$ cat src/rtl/pmem_loader_pkg.sv
// pmem_loader_pkg: shared types and constants for the UART program-memory
// boot loader.
//   ld_state_t : load FSM states (S_CSUM exists only with
//                PMEM_LOADER_CHECKSUM_EN defined)
//   rx_state_t : UART receiver bit-phase states
//   SYNC_BYTE  : frame start marker
//   BYTES_PER_WORD : bytes per PMEM word
package pmem_loader_pkg;

    localparam logic [7:0] SYNC_BYTE      = 8'hA5;
    localparam int         BYTES_PER_WORD = 4;

    typedef enum logic [2:0] {
        S_SYNC,
        S_LEN0,
        S_LEN1,
        S_DATA,
`ifdef PMEM_LOADER_CHECKSUM_EN
        S_CSUM,
`endif
        S_DONE,
        S_ERR
    } ld_state_t;

    typedef enum logic [1:0] {
        RX_IDLE,
        RX_START,
        RX_DATA,
        RX_STOP
    } rx_state_t;

endpackage

$ cat src/rtl/pmem_loader_uart_rx.sv
// pmem_loader_uart_rx: 8N1 UART receiver.
//   clk, c_sys_rst_n : clock, async active-low reset
//   uart_rx          : raw serial input (idle high), synchronised here
//   byte_valid       : 1-cycle pulse, rx_byte holds the received byte
//   rx_byte          : last good byte
//   frame_err        : 1-cycle pulse when the stop bit samples low
module pmem_loader_uart_rx
    import pmem_loader_pkg::*;
#(
    parameter int CLK_DIV = 868
) (
    input  logic       clk,
    input  logic       c_sys_rst_n,
    input  logic       uart_rx,
    output logic       byte_valid,
    output logic [7:0] rx_byte,
    output logic       frame_err
);

    localparam int                CNT_W   = $clog2(CLK_DIV);
    localparam logic [CNT_W-1:0]  HALF_M1 = CNT_W'(CLK_DIV / 2 - 1);
    localparam logic [CNT_W-1:0]  FULL_M1 = CNT_W'(CLK_DIV - 1);

    logic             sync1_q, sync2_q, prev_q;
    rx_state_t        st_q, st_d;
    logic [CNT_W-1:0] cnt_q, cnt_d;
    logic [2:0]       bit_q, bit_d;
    logic [7:0]       shift_q, shift_d;
    logic [7:0]       byte_q, byte_d;
    logic             bv_q, bv_d, fe_q, fe_d;

    always_comb begin
        st_d    = st_q;
        cnt_d   = cnt_q + 1'b1;
        bit_d   = bit_q;
        shift_d = shift_q;
        byte_d  = byte_q;
        bv_d    = 1'b0;
        fe_d    = 1'b0;
        case (st_q)
            RX_IDLE: begin
                cnt_d = '0;
                // only a high->low transition starts a frame, so a line
                // stuck low after a bad stop bit does not retrigger
                if (prev_q && !sync2_q) st_d = RX_START;
            end
            RX_START: begin
                if (cnt_q == HALF_M1) begin
                    cnt_d = '0;
                    bit_d = '0;
                    st_d  = sync2_q ? RX_IDLE : RX_DATA;
                end
            end
            RX_DATA: begin
                if (cnt_q == FULL_M1) begin
                    cnt_d   = '0;
                    shift_d = {sync2_q, shift_q[7:1]};
                    bit_d   = bit_q + 1'b1;
                    if (bit_q == 3'd7) st_d = RX_STOP;
                end
            end
            RX_STOP: begin
                if (cnt_q == FULL_M1) begin
                    cnt_d = '0;
                    st_d  = RX_IDLE;
                    if (sync2_q) begin
                        bv_d   = 1'b1;
                        byte_d = shift_q;
                    end else begin
                        fe_d = 1'b1;
                    end
                end
            end
            default: st_d = RX_IDLE;
        endcase
    end

    always_ff @(posedge clk or negedge c_sys_rst_n) begin
        if (!c_sys_rst_n) begin
            sync1_q <= 1'b1;
            sync2_q <= 1'b1;
            prev_q  <= 1'b1;
            st_q    <= RX_IDLE;
            cnt_q   <= '0;
            bit_q   <= '0;
            shift_q <= '0;
            byte_q  <= '0;
            bv_q    <= 1'b0;
            fe_q    <= 1'b0;
        end else begin
            sync1_q <= uart_rx;
            sync2_q <= sync1_q;
            prev_q  <= sync2_q;
            st_q    <= st_d;
            cnt_q   <= cnt_d;
            bit_q   <= bit_d;
            shift_q <= shift_d;
            byte_q  <= byte_d;
            bv_q    <= bv_d;
            fe_q    <= fe_d;
        end
    end

    assign byte_valid = bv_q;
    assign rx_byte    = byte_q;
    assign frame_err  = fe_q;

endmodule

$ cat src/rtl/pmem_loader.sv
// pmem_loader: UART boot loader feeding the PMEM write port (ic1).
// Frame: A5, LEN lo, LEN hi, LEN*4 little-endian data bytes
// [, XOR checksum byte when PMEM_LOADER_CHECKSUM_EN is defined].
//   clk, c_sys_rst_n          : clock, async active-low reset
//   uart_rx                   : serial input, idle high
//   ic1_c_axi_mst_wr_valid    : 1-cycle write strobe per word
//   ic1_axi_mst_wr_data/addr  : write data / byte address (held between strobes)
//   c_core_rst                : CPU reset, released only on successful load
//   c_load_done / c_load_err  : load status
module pmem_loader
    import pmem_loader_pkg::*;
#(
    parameter int          CLK_DIV   = 868,
    parameter logic [31:0] BASE_ADDR = 32'h0000_0000,
    parameter int          MAX_WORDS = 4096
) (
    input  logic        clk,
    input  logic        c_sys_rst_n,
    input  logic        uart_rx,
    output logic        ic1_c_axi_mst_wr_valid,
    output logic [31:0] ic1_axi_mst_wr_data,
    output logic [31:0] ic1_axi_mst_wr_addr,
    output logic        c_core_rst,
    output logic        c_load_done,
    output logic        c_load_err
);

    localparam logic [16:0] MAX_W     = 17'(MAX_WORDS);
    localparam logic [1:0]  LAST_BYTE = 2'(BYTES_PER_WORD - 1);
`ifdef PMEM_LOADER_CHECKSUM_EN
    localparam ld_state_t   S_FIN     = S_CSUM;
`else
    localparam ld_state_t   S_FIN     = S_DONE;
`endif

    logic       byte_valid, frame_err;
    logic [7:0] rx_byte;

    pmem_loader_uart_rx #(.CLK_DIV(CLK_DIV)) u_rx (
        .clk        (clk),
        .c_sys_rst_n(c_sys_rst_n),
        .uart_rx    (uart_rx),
        .byte_valid (byte_valid),
        .rx_byte    (rx_byte),
        .frame_err  (frame_err)
    );

    ld_state_t   state_q, state_d;
    logic [7:0]  len_lo_q, len_lo_d;
    logic [15:0] len_q, len_d;
    logic [23:0] word_q, word_d;
    logic [1:0]  byte_cnt_q, byte_cnt_d;
    logic [15:0] word_idx_q, word_idx_d;
    logic        wr_valid_q, wr_valid_d;
    logic [31:0] wr_data_q, wr_data_d;
    logic [31:0] wr_addr_q, wr_addr_d;
`ifdef PMEM_LOADER_CHECKSUM_EN
    logic [7:0]  csum_q, csum_d;
`endif

    logic sync_hit;
    assign sync_hit = byte_valid && (rx_byte == SYNC_BYTE);

    // state register
    always_ff @(posedge clk or negedge c_sys_rst_n) begin
        if (!c_sys_rst_n) state_q <= S_SYNC;
        else              state_q <= state_d;
    end

    // next state
    always_comb begin
        state_d = state_q;
        case (state_q)
            S_SYNC: if (sync_hit) state_d = S_LEN0;
            S_LEN0: begin
                if (frame_err)       state_d = S_ERR;
                else if (byte_valid) state_d = S_LEN1;
            end
            S_LEN1: begin
                if (frame_err) state_d = S_ERR;
                else if (byte_valid) begin
                    if ({1'b0, rx_byte, len_lo_q} > MAX_W) state_d = S_ERR;
                    else if ({rx_byte, len_lo_q} == 16'd0) state_d = S_FIN;
                    else                                   state_d = S_DATA;
                end
            end
            S_DATA: begin
                if (frame_err) state_d = S_ERR;
                else if (byte_valid && byte_cnt_q == LAST_BYTE &&
                         word_idx_q == len_q - 16'd1)
                    state_d = S_FIN;
            end
`ifdef PMEM_LOADER_CHECKSUM_EN
            S_CSUM: begin
                if (frame_err) state_d = S_ERR;
                else if (byte_valid) state_d = (rx_byte == csum_q) ? S_DONE : S_ERR;
            end
`endif
            S_DONE, S_ERR: if (sync_hit) state_d = S_LEN0;
            default: state_d = S_SYNC;
        endcase
    end

    // status outputs straight from the state register, so core reset
    // release and done rise on the same edge
    always_comb begin
        c_core_rst  = (state_q != S_DONE);
        c_load_done = (state_q == S_DONE);
        c_load_err  = (state_q == S_ERR);
    end

    // word assembly, address generation, checksum
    always_comb begin
        len_lo_d   = len_lo_q;
        len_d      = len_q;
        word_d     = word_q;
        byte_cnt_d = byte_cnt_q;
        word_idx_d = word_idx_q;
        wr_valid_d = 1'b0;
        wr_data_d  = wr_data_q;
        wr_addr_d  = wr_addr_q;
`ifdef PMEM_LOADER_CHECKSUM_EN
        csum_d     = csum_q;
`endif
        if (byte_valid) begin
            case (state_q)
                S_SYNC, S_DONE, S_ERR: begin
                    // restart clears any word left half-built by an error
                    if (rx_byte == SYNC_BYTE) begin
                        word_d     = '0;
                        byte_cnt_d = '0;
                        word_idx_d = '0;
`ifdef PMEM_LOADER_CHECKSUM_EN
                        csum_d     = '0;
`endif
                    end
                end
                S_LEN0: len_lo_d = rx_byte;
                S_LEN1: len_d    = {rx_byte, len_lo_q};
                S_DATA: begin
                    word_d     = {rx_byte, word_q[23:8]};
                    byte_cnt_d = byte_cnt_q + 1'b1;
`ifdef PMEM_LOADER_CHECKSUM_EN
                    csum_d     = csum_q ^ rx_byte;
`endif
                    if (byte_cnt_q == LAST_BYTE) begin
                        wr_valid_d = 1'b1;
                        wr_data_d  = {rx_byte, word_q};
                        wr_addr_d  = BASE_ADDR + {14'd0, word_idx_q, 2'b00};
                        word_idx_d = word_idx_q + 16'd1;
                    end
                end
                default: ;
            endcase
        end
    end

    always_ff @(posedge clk or negedge c_sys_rst_n) begin
        if (!c_sys_rst_n) begin
            len_lo_q   <= '0;
            len_q      <= '0;
            word_q     <= '0;
            byte_cnt_q <= '0;
            word_idx_q <= '0;
            wr_valid_q <= 1'b0;
            wr_data_q  <= '0;
            wr_addr_q  <= '0;
`ifdef PMEM_LOADER_CHECKSUM_EN
            csum_q     <= '0;
`endif
        end else begin
            len_lo_q   <= len_lo_d;
            len_q      <= len_d;
            word_q     <= word_d;
            byte_cnt_q <= byte_cnt_d;
            word_idx_q <= word_idx_d;
            wr_valid_q <= wr_valid_d;
            wr_data_q  <= wr_data_d;
            wr_addr_q  <= wr_addr_d;
`ifdef PMEM_LOADER_CHECKSUM_EN
            csum_q     <= csum_d;
`endif
        end
    end

    assign ic1_c_axi_mst_wr_valid = wr_valid_q;
    assign ic1_axi_mst_wr_data    = wr_data_q;
    assign ic1_axi_mst_wr_addr    = wr_addr_q;

endmodule

$ cat config.mk
export PLATFORM = sky130hd
export DESIGN_NAME = pmem_loader
export DESIGN_NICKNAME = d
export VERILOG_FILES = /design/src/rtl/pmem_loader_pkg.sv /design/src/rtl/pmem_loader_uart_rx.sv /design/src/rtl/pmem_loader.sv
export SDC_FILE = /design/constraint.sdc
export NUM_CORES = 1
export LEC_CHECK = 0
export ABC_AREA = 1
export CAP_MARGIN = 15
export CORE_ASPECT_RATIO = 0.8
export CORE_UTILIZATION = 55
export CTS_CLUSTER_SIZE = 12
export DETAILED_ROUTE_END_ITERATION = 10
export PLACE_DENSITY = 0.77
export SLEW_MARGIN = 20
export SYNTH_ARGS = -nofsm -noshare
export SYNTH_HDL_FRONTEND = slang
export SYNTH_SLANG_ARGS = --single-unit
$ cat constraint.sdc
create_clock -name clk -period 3.15 [get_ports clk]
set_input_delay 0.63 -clock clk [delete_from_list [all_inputs] [get_ports clk]]
set_output_delay 0.63 -clock clk [all_outputs]
set_load 0.005 [all_outputs]
==> qor.csv, run 1 <==
metric,value,unit
holdBufCountCts,0,
leakage,3.94,nW
core,12900,um^2
cp-end-kind,output port,
tns,0,ns
worstSkewPairLatency,0.43,ns
yosys_warnings,0,
initial_core_util,0.566,
cts_tree,done,
ys_types,42,
crit_fanout,4,
final_hold_viol_count,0,
dr.pass1.iters,5,
first_global_vias,5260,
htree_levels,4,
die_area,13700,um^2
synth_top_area_cell,dfrtp_1,
cts_sinks,154,
max_freq,411,MHz
comb_power_share,0.056,
grt_pass1_wl,26.2,mm
grt_antenna_before_repair,0,
dp_hpwl,10.7,mm
power_density,511,nW/um^2
async_flop_share,1.00,
vias,5526,
final_util,0.661,
place_congestion,0.904,
synth.top_cell.area_share,0.518,
grt_max_degree,67,
worstSetupStartpointType,register,
ys_top_cells_by_area,"dfrtp_1 (52%), nand2_1 (10%), o21ai_0 (5.8%)",
pwr-share-seq,0.469,
syn_avg_cell_area,8.73,um^2
synth.cell_area,7290,um^2
io_buffers,54,
grt_overflow,0,
n_antenna_cell,0,
internal_power,0.00333,W
worstMarginPinSlew,0.862,ns
synth-main-ff-cell,dfrtp_1,
slew_headroom,0.424,
crit_required,2.52,ns
drive_gt1_frac,0.0857,
setup_viol,0,
grt.total_usage,0.251,
cp.arrival,1.80,ns
finalNetCount,899,
postRouteAntennaNets,0,
power.switching,0.00102,W
placedCellCount,1041,
drtIter0Drc,423,
wl_per_cell,14.5,um
synth_edf_count,0,
p_clk_frac,0.475,
die_h,105,um
syn_to_final_growth,16.8,%
outcome,"finished, final reports clean",
finalMaxSlewViolations,0,
io_pins,71,
yosysMostFrequentCell,nand2_1,
clock_skew,0.00804,ns
cts_max_path_buffers,2,
hold_path.class,in2async,
clockRootBuffer,clkbuf_16,
cts_setup_buffers,0,
dieWidth,131,um
post-route-period-util,0.772,
fin_area,8510,um^2
rsz0062_at_grt,no,
ys_ff_latch,154,
ys_seq_area_frac,0.529,
switching_share,0.234,
post-route-drc-count,0,
irDropWorstVdd,0.514,mV
crit_type,reg2out,
cap_violations,0,
finalWirelength,15.6,mm
dpl_cell_area,7910,um^2
vias_per_cell,5.15,
p_total,0.00435,W
clk_pin_slew_worst_paths,0.06,ns
synthesis.instances,835,
fin_cells,1073,
synth_common_cells,"nand2_1 (203), dfrtp_1 (151), inv_1 (98), o21ai_0 (84), nor2_1 (63)",
cts_resized,0,
rows,37,
cts_made_buffers,17,
period_minus_slack,2.43,ns
==> power by group through the flow <==
stage	Sequential, W	Clock, W	Combinational, W
after floorplan	0.00207	0	0.000181
after global placement	0.00207	0	0.000243
after detailed placement	0.00207	0	0.000248
after CTS	0.00204	0.00209	0.000249
after global routing	0.00204	0.00217	0.000291
final	0.00204	0.00207	0.000245
==> cells in the final DEF (no fill, tap or decap), drive strengths merged <==
cell	count
mux2	1
clkdlybuf4s50	53
buf	5
nand3b	3
a21oi	10
nor2	72
clkinv	5
a22oi	1
o31ai	9
bufinv	2
inv	110
nand3	35
xnor2	8
nand2	208
nor4	5
ha	11
clkbuf	21
nor3	16
nand4	9
o22ai	25
or2	2
conb	16
dfstp	3
a22o	1
o21bai	1
xor2	19
dfrtp	151
a211oi	1
o21ai	95
==> metrics by stage <==
stage | hold WS (ns) | setup slack [ns]
2_1_floorplan | 0.334 | 1.40
3_3_place_gp | 0.345 | 0.809
3_5_place_dp | 0.347 | 0.751
4_1_cts | 0.133 | 0.681
5_1_grt | 0.148 | 0.465
6_report | 0.126 | 0.719
==> area by class of cell <==
cell class | count | area (um^2)
clock buffer | 21 | 470
clock inverter | 11 | 134
fill | 1058 | 4360
inverter | 106 | 400
multi-input combinational | 548 | 2840
sequential | 154 | 3860
tap | 175 | 219
timing repair buffer | 58 | 597
==> worst paths after layout <==
kind | from | cells after the start | to | slack (ns)
worst max-delay path | state_q[1]$_DFFE_PN0P_ | 4 | c_load_done | 0.72
worst min-delay path | c_sys_rst_n | 1 | len_q[3]$_DFFE_PN0P_ | 0.13
worst max register to register | state_q[0]$_DFFE_PN0P_ | 12 | word_idx_q[3]$_DFFE_PN0P_ | 0.74
worst min register to register | u_rx.sync1_q$_DFF_PN1_ | 0 | u_rx.sync2_q$_DFF_PN1_ | 0.35
max in group asynchronous | c_sys_rst_n | 2 | ic1_c_axi_mst_wr_valid$_DFF_PN0_ | 2.29
min in group clk | u_rx.sync1_q$_DFF_PN1_ | 0 | u_rx.sync2_q$_DFF_PN1_ | 0.35
==> state kept, by name, indices dropped and copies added, names as in the netlist, 2 cells and up, named ones only <==
register and cells:
ic1_axi_mst_wr_data 32, word_q 24, ic1_axi_mst_wr_addr 16, len_q 16, word_idx_q 16, u_rx.cnt_q 10
len_lo_q 8, u_rx.rx_byte 8, u_rx.shift_q 8, state_q 3, u_rx.bit_q 3, byte_cnt_q 2
==> cell families (layout without fill, tap and decap cells) <==
kind of cell | count (synthesis) | after routing | share of synthesized area
simple gates | 350 | 350 | 0.213
fa+ha+maj | 11 | 11 | 0.0189
mux | 1 | 1 | 0.00154
other cells | 1 | 16 | 0.000515
xor+xnor | 27 | 27 | 0.0324
buf+inv | 148 | 196 | 0.0894
flops | 154 | 154 | 0.529
compound gates | 143 | 143 | 0.115
==> layer usage <==
metal,track usage,up-vias,wire length (um),part of all wire
li1,-,2752,-,-
met1,0.379,2589,7730,0.50
met2,0.358,161,6610,0.42
met3,0.0579,24,978,0.063
met4,0.0764,0,238,0.015
met5,0,-,0,0
==> critical path: stages (launching register included) <==
cell             delay (ns)
dfrtp_1                0.41
inv_1                  0.19
nand2_1                0.10
nor2_1                 0.15
clkdlybuf4s50_1        0.53
Note: power is estimated with default switching activity, not from simulation.
==> run 2, diff against run 1 <==
CORE_UTILIZATION = 52   (was 55)
clock period = 2.2 ns   (was 3.15 ns; I/O delays follow)
==> qor.csv, run 2 (same netlist as run 1, synthesis figures left out) <==
metric,value,unit,change
reg2reg_slack,0.14,ns,-0.60 ns
layout_common_cells,"nand2_1 (203), dfrtp_1 (151), inv_1 (97), o21ai_0 (84), nor2_1 (62)",,
fin_cells,1087,,+1.3%
max_freq,469,MHz,
final_hold_viol_count,0,,unchanged
crit_fanout,4,,unchanged
worst-path-stages,4,,unchanged
final_common_cell,nand2_1,,
whs_path_depth,0,,
worstPathCellList,inv_2 > nand2_1 > nor2_1 > clkdlybuf4s50_1,,
worstMarginPinSlew,0.571,ns,-0.291 ns
cts_sinks,154,,unchanged
cp-end-kind,output port,,
io_buffers,54,,unchanged
cts_max_path_buffers,2,,unchanged
vias,5596,,+1.3%
crit_family,buffers and inverters,,
dr.pass1.iters,5,,unchanged
cap_violations,0,,unchanged
wl_per_cell,14.4,um,-0.49%
met1_length,7.55,mm,-2.3%
grt_max_degree,94,,+40%
clockRootBuffer,clkbuf_16,,
finalMaxSlewViolations,0,,unchanged
cts_setup_buffers,0,,unchanged
dpl_cell_area,7990,um^2,+1.0%
initial_core_util,0.536,,-0.0303
cpPeakStageDelay,0.52,ns,about the same
grt_antenna_before_repair,0,,unchanged
finalNetCount,908,,+1.0%
slew_headroom,0.620,,+0.196
crit_required,1.76,ns,-0.76 ns
cts_tree,done,,
die_h,108,um,+2.8%
rsz0062_at_grt,no,,
syn_to_final_growth,18.0,%,
top_layer,met4,,
post-route-period-util,0.968,,
leakage,3.99,nW,+1.2%
post-route-drc-count,0,,unchanged
cp_slowest_cell,clkdlybuf4s50_1,,
hold_path.class,reg2reg,,
drtIter0Drc,446,,+5.4%
die_area,14500,um^2,+5.7%
grt_overflow,0,,unchanged
place_congestion,0.952,,+5.4%
dp_hpwl,10.7,mm,-0.30%
setup_viol,0,,unchanged
clk_pin_slew_worst_paths,0.06,ns,about the same
finalWirelength,15.7,mm,+0.80%
final_util,0.632,,-0.0291
postRouteAntennaNets,0,,unchanged
cts_made_buffers,17,,unchanged
period_minus_slack,2.13,ns,
worstSkewPairLatency,0.43,ns,about the same
r2r_cells,10,,-2
irDropWorstVdd,0.682,mV,+33%
cp.arrival,1.69,ns,-0.11 ns
wl_met3,893,um,-8.7%
power_density,720,nW/um^2,+41%
crit_type,reg2out,,
first_global_vias,5344,,+1.6%
clock_skew,0.0112,ns,+0.00312 ns
tns,0,ns,unchanged
n_antenna_cell,0,,unchanged
p_total,0.00620,W,+43%
grt.total_usage,0.238,,-0.0132
outcome,"finished, final reports clean",,
rows,38,,+2.7%
vias_per_cell,5.15,,about the same
largest_reg_flops,32,,unchanged
core,13600,um^2,+5.7%
dieWidth,134,um,+2.8%
fin_area,8600,um^2,+1.0%
worstSetupStartpointType,register,,
htree_levels,4,,unchanged
io_pins,71,,unchanged
drive_gt1_frac,0.0981,,+0.0124
grt_pass1_wl,26.4,mm,+0.74%
placedCellCount,1054,,+1.2%
cp_num_buf_inv,2,,unchanged
route.met2.wl,6.90,mm,+4.4%
## run 2: changes by cell type in the layout (fill, tap and decap cells not counted), sizes merged
cell,change
dlygate4sd3,+1
buf,+8
clkinvlp,+3
clkbuf,-4
dlymetal6s2s,+1
clkdlybuf4s50,-1
inv,-1
clkinv,+2
## run 2: path summary, 6_finish.rpt
check	endpoint	start
min reg2reg	u_rx.sync2_q$_DFF_PN1_	u_rx.sync1_q$_DFF_PN1_
min in group asynchronous	state_q[1]$_DFFE_PN0P_	c_sys_rst_n
max reg2reg	word_idx_q[9]$_DFFE_PN0P_	u_rx.rx_byte[1]$_DFFE_PN0P_
min	u_rx.sync2_q$_DFF_PN1_	u_rx.sync1_q$_DFF_PN1_
max	c_load_err	state_q[1]$_DFFE_PN0P_
max in group asynchronous	ic1_axi_mst_wr_data[10]$_DFFE_PN0P_	c_sys_rst_n
## run 2: cell type report
class / count / area (um^2)
sequential: 154 / 3860
timing repair buffer: 67 / 682
clock buffer: 17 / 425
tap: 180 / 225
fill: 1120 / 5000
inverter: 106 / 400
multi-input combinational: 548 / 2840
clock inverter: 15 / 169
## run 2: per-stage QoR
stage	hold slack, ns	worst slack (ns)
4_1_cts	0.358	0.0234
3_3_place_gp	0.346	0.294
5_1_grt	0.358	0.00139
3_5_place_dp	0.348	0.188
6_report	0.358	0.0698
2_1_floorplan	0.144	0.450
## run 2: power by group
group          internal, W  switching, W  total [W]  leakage, nW
combinational     0.000107      0.000250   0.000357         1.57
sequential         0.00288     0.0000357    0.00292         2.14
clock              0.00169       0.00123    0.00292        0.284
total              0.00468       0.00152    0.00620         3.99
## run 2: layer usage
layer / GRT usage / up-vias
met2: 0.350 / 160
met3: 0.0574 / 27
met4: 0.0971 / 0
met1: 0.337 / 2641
li1: - / 2768
met5: 0 / -
## run 2: timing repair
item / 4_1_cts / 5_1_grt
setup endpoints to repair: 3 / 3
hold buffers: 1 / 0
gates resized for setup: 2 / 2
endpoints found under the hold margin: 3 / 0
